===== src/rtl/ctrl_botones_ajuste.sv =====
// Adjust-button front end: 2-FF sync, debounce, edit/field FSM, one-hot EN, up/down pulses with auto-repeat.
// Latency: raw press -> pulse in DEB_CYCLES+3 cycles; no backpressure, pulses are fire-and-forget.
module ctrl_botones_ajuste #(
  parameter int N_CAMPOS   = 6,
  parameter int CNT_W      = 27,
  parameter int DEB_CYCLES = 1000000,
  parameter int REP_DELAY  = 50000000,
  parameter int REP_PERIOD = 10000000
) (
  input  logic                clk,
  input  logic                rst,
  input  logic                btn_up,
  input  logic                btn_down,
  input  logic                btn_left,
  input  logic                btn_right,
  input  logic                btn_set,
  output logic                edit,
  output logic [N_CAMPOS-1:0] EN,
  output logic                up,
  output logic                down
);

  localparam int PTR_W = (N_CAMPOS > 1) ? $clog2(N_CAMPOS) : 1;
  localparam int NB    = 5;
  localparam int B_UP    = 0;
  localparam int B_DOWN  = 1;
  localparam int B_LEFT  = 2;
  localparam int B_RIGHT = 3;
  localparam int B_SET   = 4;

  localparam logic [CNT_W-1:0] DEB_LAST = CNT_W'(DEB_CYCLES - 1);
  localparam logic [CNT_W-1:0] REP_DLY  = CNT_W'(REP_DELAY);
  localparam logic [CNT_W-1:0] REP_PER  = CNT_W'(REP_PERIOD);
  localparam logic [CNT_W-1:0] CNT_ONE  = {{(CNT_W-1){1'b0}}, 1'b1};
  localparam logic [CNT_W-1:0] CNT_MAX  = '1;
  localparam logic [PTR_W-1:0] PTR_LAST = PTR_W'(N_CAMPOS - 1);
  localparam logic [N_CAMPOS-1:0] EN_ONE = {{(N_CAMPOS-1){1'b0}}, 1'b1};

  typedef enum logic {S_IDLE, S_EDIT} state_t;

  logic [NB-1:0]    w_raw;
  logic [NB-1:0]    r_sync1;
  logic [NB-1:0]    r_sync2;
  logic [NB-1:0]    r_deb;
  logic [NB-1:0]    r_deb_d;
  logic [CNT_W-1:0] r_deb_cnt [NB];
  logic [NB-1:0]    w_press;

  state_t           r_state;
  state_t           w_state_nxt;
  logic [PTR_W-1:0] r_ptr;
  logic [PTR_W-1:0] w_ptr_nxt;
  logic             w_edit;
  logic [N_CAMPOS-1:0] r_en;

  logic [CNT_W-1:0] r_rep_cnt [2];
  logic [1:0]       r_rep_ph;
  logic [1:0]       r_rep_act;
  logic [1:0]       w_hold;
  logic [1:0]       w_first;
  logic [1:0]       w_rep;
  logic             r_up;
  logic             r_down;

  assign w_raw   = {btn_set, btn_right, btn_left, btn_down, btn_up};
  assign w_press = r_deb & ~r_deb_d;
  assign w_edit  = (r_state == S_EDIT);

  // The debounced level only moves after DEB_CYCLES consecutive disagreeing samples.
  always_ff @(posedge clk) begin
    if (!rst) begin
      r_sync1 <= '0;
      r_sync2 <= '0;
      r_deb   <= '0;
      r_deb_d <= '0;
      for (int i = 0; i < NB; i++) r_deb_cnt[i] <= '0;
    end else begin
      r_sync1 <= w_raw;
      r_sync2 <= r_sync1;
      r_deb_d <= r_deb;
      for (int i = 0; i < NB; i++) begin
        if (r_sync2[i] == r_deb[i]) begin
          r_deb_cnt[i] <= '0;
        end else if (r_deb_cnt[i] == DEB_LAST) begin
          r_deb[i]     <= r_sync2[i];
          r_deb_cnt[i] <= '0;
        end else begin
          r_deb_cnt[i] <= r_deb_cnt[i] + 1'b1;
        end
      end
    end
  end

  always_ff @(posedge clk) begin
    if (!rst) begin
      r_state <= S_IDLE;
      r_ptr   <= '0;
      r_en    <= '0;
    end else begin
      r_state <= w_state_nxt;
      r_ptr   <= w_ptr_nxt;
      r_en    <= w_edit ? (EN_ONE << r_ptr) : '0;
    end
  end

  always_comb begin
    w_state_nxt = r_state;
    w_ptr_nxt   = r_ptr;
    case (r_state)
      S_IDLE: begin
        if (w_press[B_SET]) begin
          w_state_nxt = S_EDIT;
          w_ptr_nxt   = '0;
        end
      end
      S_EDIT: begin
        if (w_press[B_SET]) begin
          w_state_nxt = S_IDLE;
        end else if (w_press[B_RIGHT] && !w_press[B_LEFT]) begin
          w_ptr_nxt = (r_ptr == PTR_LAST) ? '0 : r_ptr + 1'b1;
        end else if (w_press[B_LEFT] && !w_press[B_RIGHT]) begin
          w_ptr_nxt = (r_ptr == '0) ? PTR_LAST : r_ptr - 1'b1;
        end
      end
      default: w_state_nxt = S_IDLE;
    endcase
  end

  // A set press wins over a simultaneous up/down press and kills any pending repeat.
  always_comb begin
    w_hold[0]  = w_edit & r_deb[B_UP] & ~r_deb[B_DOWN] & ~w_press[B_SET];
    w_hold[1]  = w_edit & r_deb[B_DOWN] & ~r_deb[B_UP] & ~w_press[B_SET];
    w_first[0] = w_hold[0] & w_press[B_UP];
    w_first[1] = w_hold[1] & w_press[B_DOWN];
    for (int d = 0; d < 2; d++) begin
      w_rep[d] = w_hold[d] & r_rep_act[d] &
                 (r_rep_ph[d] ? (r_rep_cnt[d] == REP_PER) : (r_rep_cnt[d] == REP_DLY));
    end
  end

  // Repeat is armed only by a real press, so releasing one of a held pair stays silent.
  always_ff @(posedge clk) begin
    if (!rst) begin
      for (int d = 0; d < 2; d++) r_rep_cnt[d] <= '0;
      r_rep_ph  <= '0;
      r_rep_act <= '0;
      r_up      <= 1'b0;
      r_down    <= 1'b0;
    end else begin
      for (int d = 0; d < 2; d++) begin
        if (!w_hold[d]) begin
          r_rep_cnt[d] <= '0;
          r_rep_ph[d]  <= 1'b0;
          r_rep_act[d] <= 1'b0;
        end else if (w_first[d]) begin
          r_rep_cnt[d] <= CNT_ONE;
          r_rep_ph[d]  <= 1'b0;
          r_rep_act[d] <= 1'b1;
        end else if (r_rep_act[d]) begin
          if (w_rep[d]) begin
            r_rep_cnt[d] <= CNT_ONE;
            r_rep_ph[d]  <= 1'b1;
          end else if (r_rep_cnt[d] != CNT_MAX) begin
            r_rep_cnt[d] <= r_rep_cnt[d] + 1'b1;
          end
        end
      end
      r_up   <= w_first[0] | w_rep[0];
      r_down <= w_first[1] | w_rep[1];
    end
  end

  assign edit = w_edit;
  assign EN   = r_en;
  assign up   = r_up;
  assign down = r_down;

endmodule

===== config.mk =====
export PLATFORM = sky130hd
export DESIGN_NAME = ctrl_botones_ajuste
export DESIGN_NICKNAME = d
export VERILOG_FILES = /design/src/rtl/ctrl_botones_ajuste.sv
export SDC_FILE = /design/constraint.sdc
export NUM_CORES = 1
export LEC_CHECK = 0
export CORE_MARGIN = 3
export CORE_UTILIZATION = 40
export CTS_BUF_LIST = sky130_fd_sc_hd__clkbuf_2 sky130_fd_sc_hd__clkbuf_4 sky130_fd_sc_hd__clkbuf_8
export DETAILED_ROUTE_END_ITERATION = 12
export PLACE_DENSITY = 0.64
export SLEW_MARGIN = 15
export SYNTH_ARGS = -nofsm -noshare
export SYNTH_HDL_FRONTEND = slang
export SYNTH_SLANG_ARGS = --single-unit

===== constraint.sdc =====
create_clock -name clk -period 3 [get_ports clk]
set_clock_uncertainty 0.1 [all_clocks]
set_input_delay 0.6 -clock clk [delete_from_list [all_inputs] [get_ports clk]]
set_output_delay 0.6 -clock clk [all_outputs]
set_load 0.005 [all_outputs]

==> impl_metrics.tcl <==
set metrics [dict create \
    outcome "finished, final reports clean" \
    die_w_um 177 \
    switching_share_pct 21.2 \
    post_cts_buffers 0 \
    start_util_pct 40.7 \
    port_buffers 15 \
    fillers 2705 \
    fmax_mhz 349 \
    cts_made_buffers 41 \
    rr_startpoint "r_rep_cnt[0][8]" \
    synth.distinct_cells 56 \
    timing.rr.end "r_rep_cnt[0][10]" \
    synth_top_area_share_pct 48.4 \
    vias_per_cell 4.79 \
    drcViolationCount 0 \
    rr_worst_depth 5 \
    holdCritStartpoint "r_sync1[4]" \
    critPathRequiredTime_ns 3.13 \
    arrival_ns 3.00 \
    ys_seq_area_share_pct 54.6 \
    reg2reg_slack_ns 0.13 \
    dieArea_sq_um 31400 \
    cts_tree "built" \
    ys_seq_elements 225 \
    drt_wl_total_um 22000 \
    grt-ovfl-total 0 \
    detail_route.first_pass.iterations 4 \
    grt_usage_pct 14.3 \
    synth_most_common_cell "nor2_1" \
    synth_cells 1112 \
    clkSinkCount 225 \
    dp_hpwl_um 15100 \
    relSlewSlack_pct 54.9 \
    hold_viol 0 \
    dpl_cell_area_sq_um 13000 \
    synth_edf_count 189 \
    vias 8283 \
    io_pins 16 \
    holdWs_ns 0.335 \
    ctsResizeCount 0 \
    yosys-top-cells-count "nor2_1 (214), edfxtp_1 (189), xor2_1 (135)" \
    wl_per_cell_um 12.7 \
    netSwitchingPower_uw 1450 \
    clk_latency_ns 0.53 \
    yosys_warnings 0 \
    antenna_found_initial 0 \
    worst_pin_slew_ns 0.674 \
    crit_path_end_kind "flop" \
    p_total_uw 6830 \
    netlist.top_cell.by_area "edfxtp_1" \
    cts.path.max_buffers 3 \
    slew_violations 0 \
    clk_transition_reported_paths_ns 0.06 \
    drive_gt1_share_pct 10.1 \
    p_leak_uw 0.00496 \
    syn_avg_cell_area_sq_um 10.5 \
    whs_path_depth 1 \
    power.internal_uw 5380 \
    drtAntennaViolNets 0 \
    max-cap-violations 0 \
    die_h_um 177 \
    rsz0062_at_grt "false" \
    period_minus_slack_ns 2.87 \
    worstSetupPathType "reg -> reg" \
    hp-class "reg -> reg" \
    grt_max_degree 35 \
    syn_area_sq_um 11700 \
    gp_congestion 0.847 \
    num_rows 62 \
    tns_ns 0 \
    grt_pass1_wl_um 37700 \
    synth_async_sr_flop_share_pct 0 \
    grt_pass1_vias 8126 \
    antenna_cells 0 \
    fin_ws_ns 0.131 \
    root_buffer "clkbuf_8" \
    ir_drop_v 0.000207 \
    ys.flop_type "edfxtp_1" \
    fin_crit_sh_pct 95.6 \
    clkPwrFrac_pct 45.6 \
    pwr-share-comb_pct 2.4 \
    setup_viol 0 \
    cp_max_fo 27 \
    synthTopCellsByArea "edfxtp_1 (48%), xor2_1 (10%), nor2_1 (6.9%), dfxtp_1 (6.1%), nand3_1 (3.8%)" \
    drt_iter0_drc 573 \
    pre_cts_slack_ns 0.0635 \
    htreeDepth 2 \
    finalNetCount 1332 \
    ctsHoldBuffers 0 \
    worstHoldEndpoint "r_sync2[4]" \
    syn_to_final_growth_pct 18.7 \
    fp.coreArea_sq_um 28800 \
    design_area_sq_um 13900 \
    startpoint_type "flop" \
    power.density_nw_per_um2 491 \
    sequentialPowerShare_pct 52.0 \
]
==> cell usage in the layout, fill, tap and decap left out, types with 3 or more instances in the layout <==
| cell | Yosys | final |
|---|---|---|
| nor2_2 | 10 | 10 |
| edfxtp_1 | 189 | 189 |
| nand2b_1 | 6 | 6 |
| and3_1 | 33 | 33 |
| nand2_1 | 63 | 63 |
| nor3_1 | 20 | 20 |
| xnor2_1 | 45 | 45 |
| and4_1 | 15 | 15 |
| xor2_1 | 135 | 135 |
| nand4_1 | 62 | 62 |
| clkbuf_8 | 0 | 53 |
| conb_1 | 1 | 135 |
| nor4bb_1 | 3 | 3 |
| and2_1 | 17 | 17 |
| nor2b_1 | 11 | 11 |
| clkbuf_4 | 0 | 14 |
| clkdlybuf4s50_1 | 0 | 15 |
| nor2_1 | 214 | 214 |
| nor4b_1 | 8 | 8 |
| o21ai_0 | 4 | 4 |
| nand3b_1 | 10 | 10 |
| clkinv_2 | 0 | 7 |
| or4_1 | 6 | 6 |
| nor4_1 | 33 | 33 |
| nand3_1 | 90 | 90 |
| ha_1 | 12 | 12 |
| inv_1 | 24 | 24 |
| buf_4 | 2 | 43 |
| dfxtp_1 | 36 | 36 |
==> layout make-up <==
class | instances | area [sq um] | area share, %
Sequential cell | 225 | 6400 | 46.0
Clock buffer | 67 | 835 | 6.00
Timing Repair Buffer | 58 | 473 | 3.40
Tap cell | 384 | 480 | 3.45
Inverter | 24 | 90.1 | 0.648
Multi-Input combinational cell | 963 | 5560 | 40.0
Clock inverter | 9 | 72.6 | 0.522
==> logic make-up after synthesis <==
logic type,after synthesis,share of synthesized area (%)
simple gates,612,26.6
flops,225,54.6
xor+xnor,180,13.5
buf+inv,58,2.32
compound gates,22,1.57
fa+ha+maj,12,1.28
mux,2,0.171
other cells,1,0.0320
==> critical path, cell delays in order (launching register included) <==
cell and delay [ns]:
edfxtp_1 0.38, or4b_1 0.55, or4_4 0.55, a2111oi_4 0.35, nor4_1 0.11, or3_4 0.51
==> power groups by stage <==
stage / sequential, uW / clock, uW / combinational [uW]
final: 3550 / 3110 / 166
after global routing: 3560 / 3360 / 194
after CTS: 3550 / 3220 / 163
after detailed placement: 3610 / 0 / 161
after global placement: 3610 / 0 / 160
after floorplan: 3590 / 0 / 132
==> worst max path at each step <==
stage	endpoint	slack, ns	start
finish	r_rep_cnt[0][10]	0.13	r_rep_cnt[0][8]
detailed placement	r_rep_cnt[0][22]	0.06	rst
global route	r_rep_cnt[0][13]	0.03	r_rep_cnt[0][8]
floorplan	r_rep_cnt[1][0]	0.02	r_rep_cnt[1][9]
global placement	r_rep_cnt[0][13]	0.09	rst
CTS	r_rep_cnt[0][20]	0.1	r_rep_cnt[0][8]
==> registers in the layout (all words and copies together) (netlist names) <==
signal and flops:
r_sync2 5, r_rep_act 2, r_rep_cnt 54, EN 6, down 1, up 1, r_rep_ph 2, r_deb 5
r_deb_d 5, r_ptr 3, r_deb_cnt 135, edit 1, r_sync1 5
==> per-layer routing <==
layer  GRT usage, %  wire, um  vias to the layer above
li1               -         -                     4268
met1           19.0     10600                     3863
met2           23.5     10100                      112
met3           2.55       770                       40
met4           4.98       578                        0
met5              0         0                        -
==> stage by stage <==
| step | cells | util, % |
|---|---|---|
| finish | 1730 | 48.3 |
| global route | 1730 | 48.3 |
| CTS | 1730 | 48.3 |
| detailed placement | 1654 | 45.2 |
| global placement | 1654 | 45.2 |
| floorplan | 1246 | - |
Note: power is estimated with default switching activity, not from simulation.
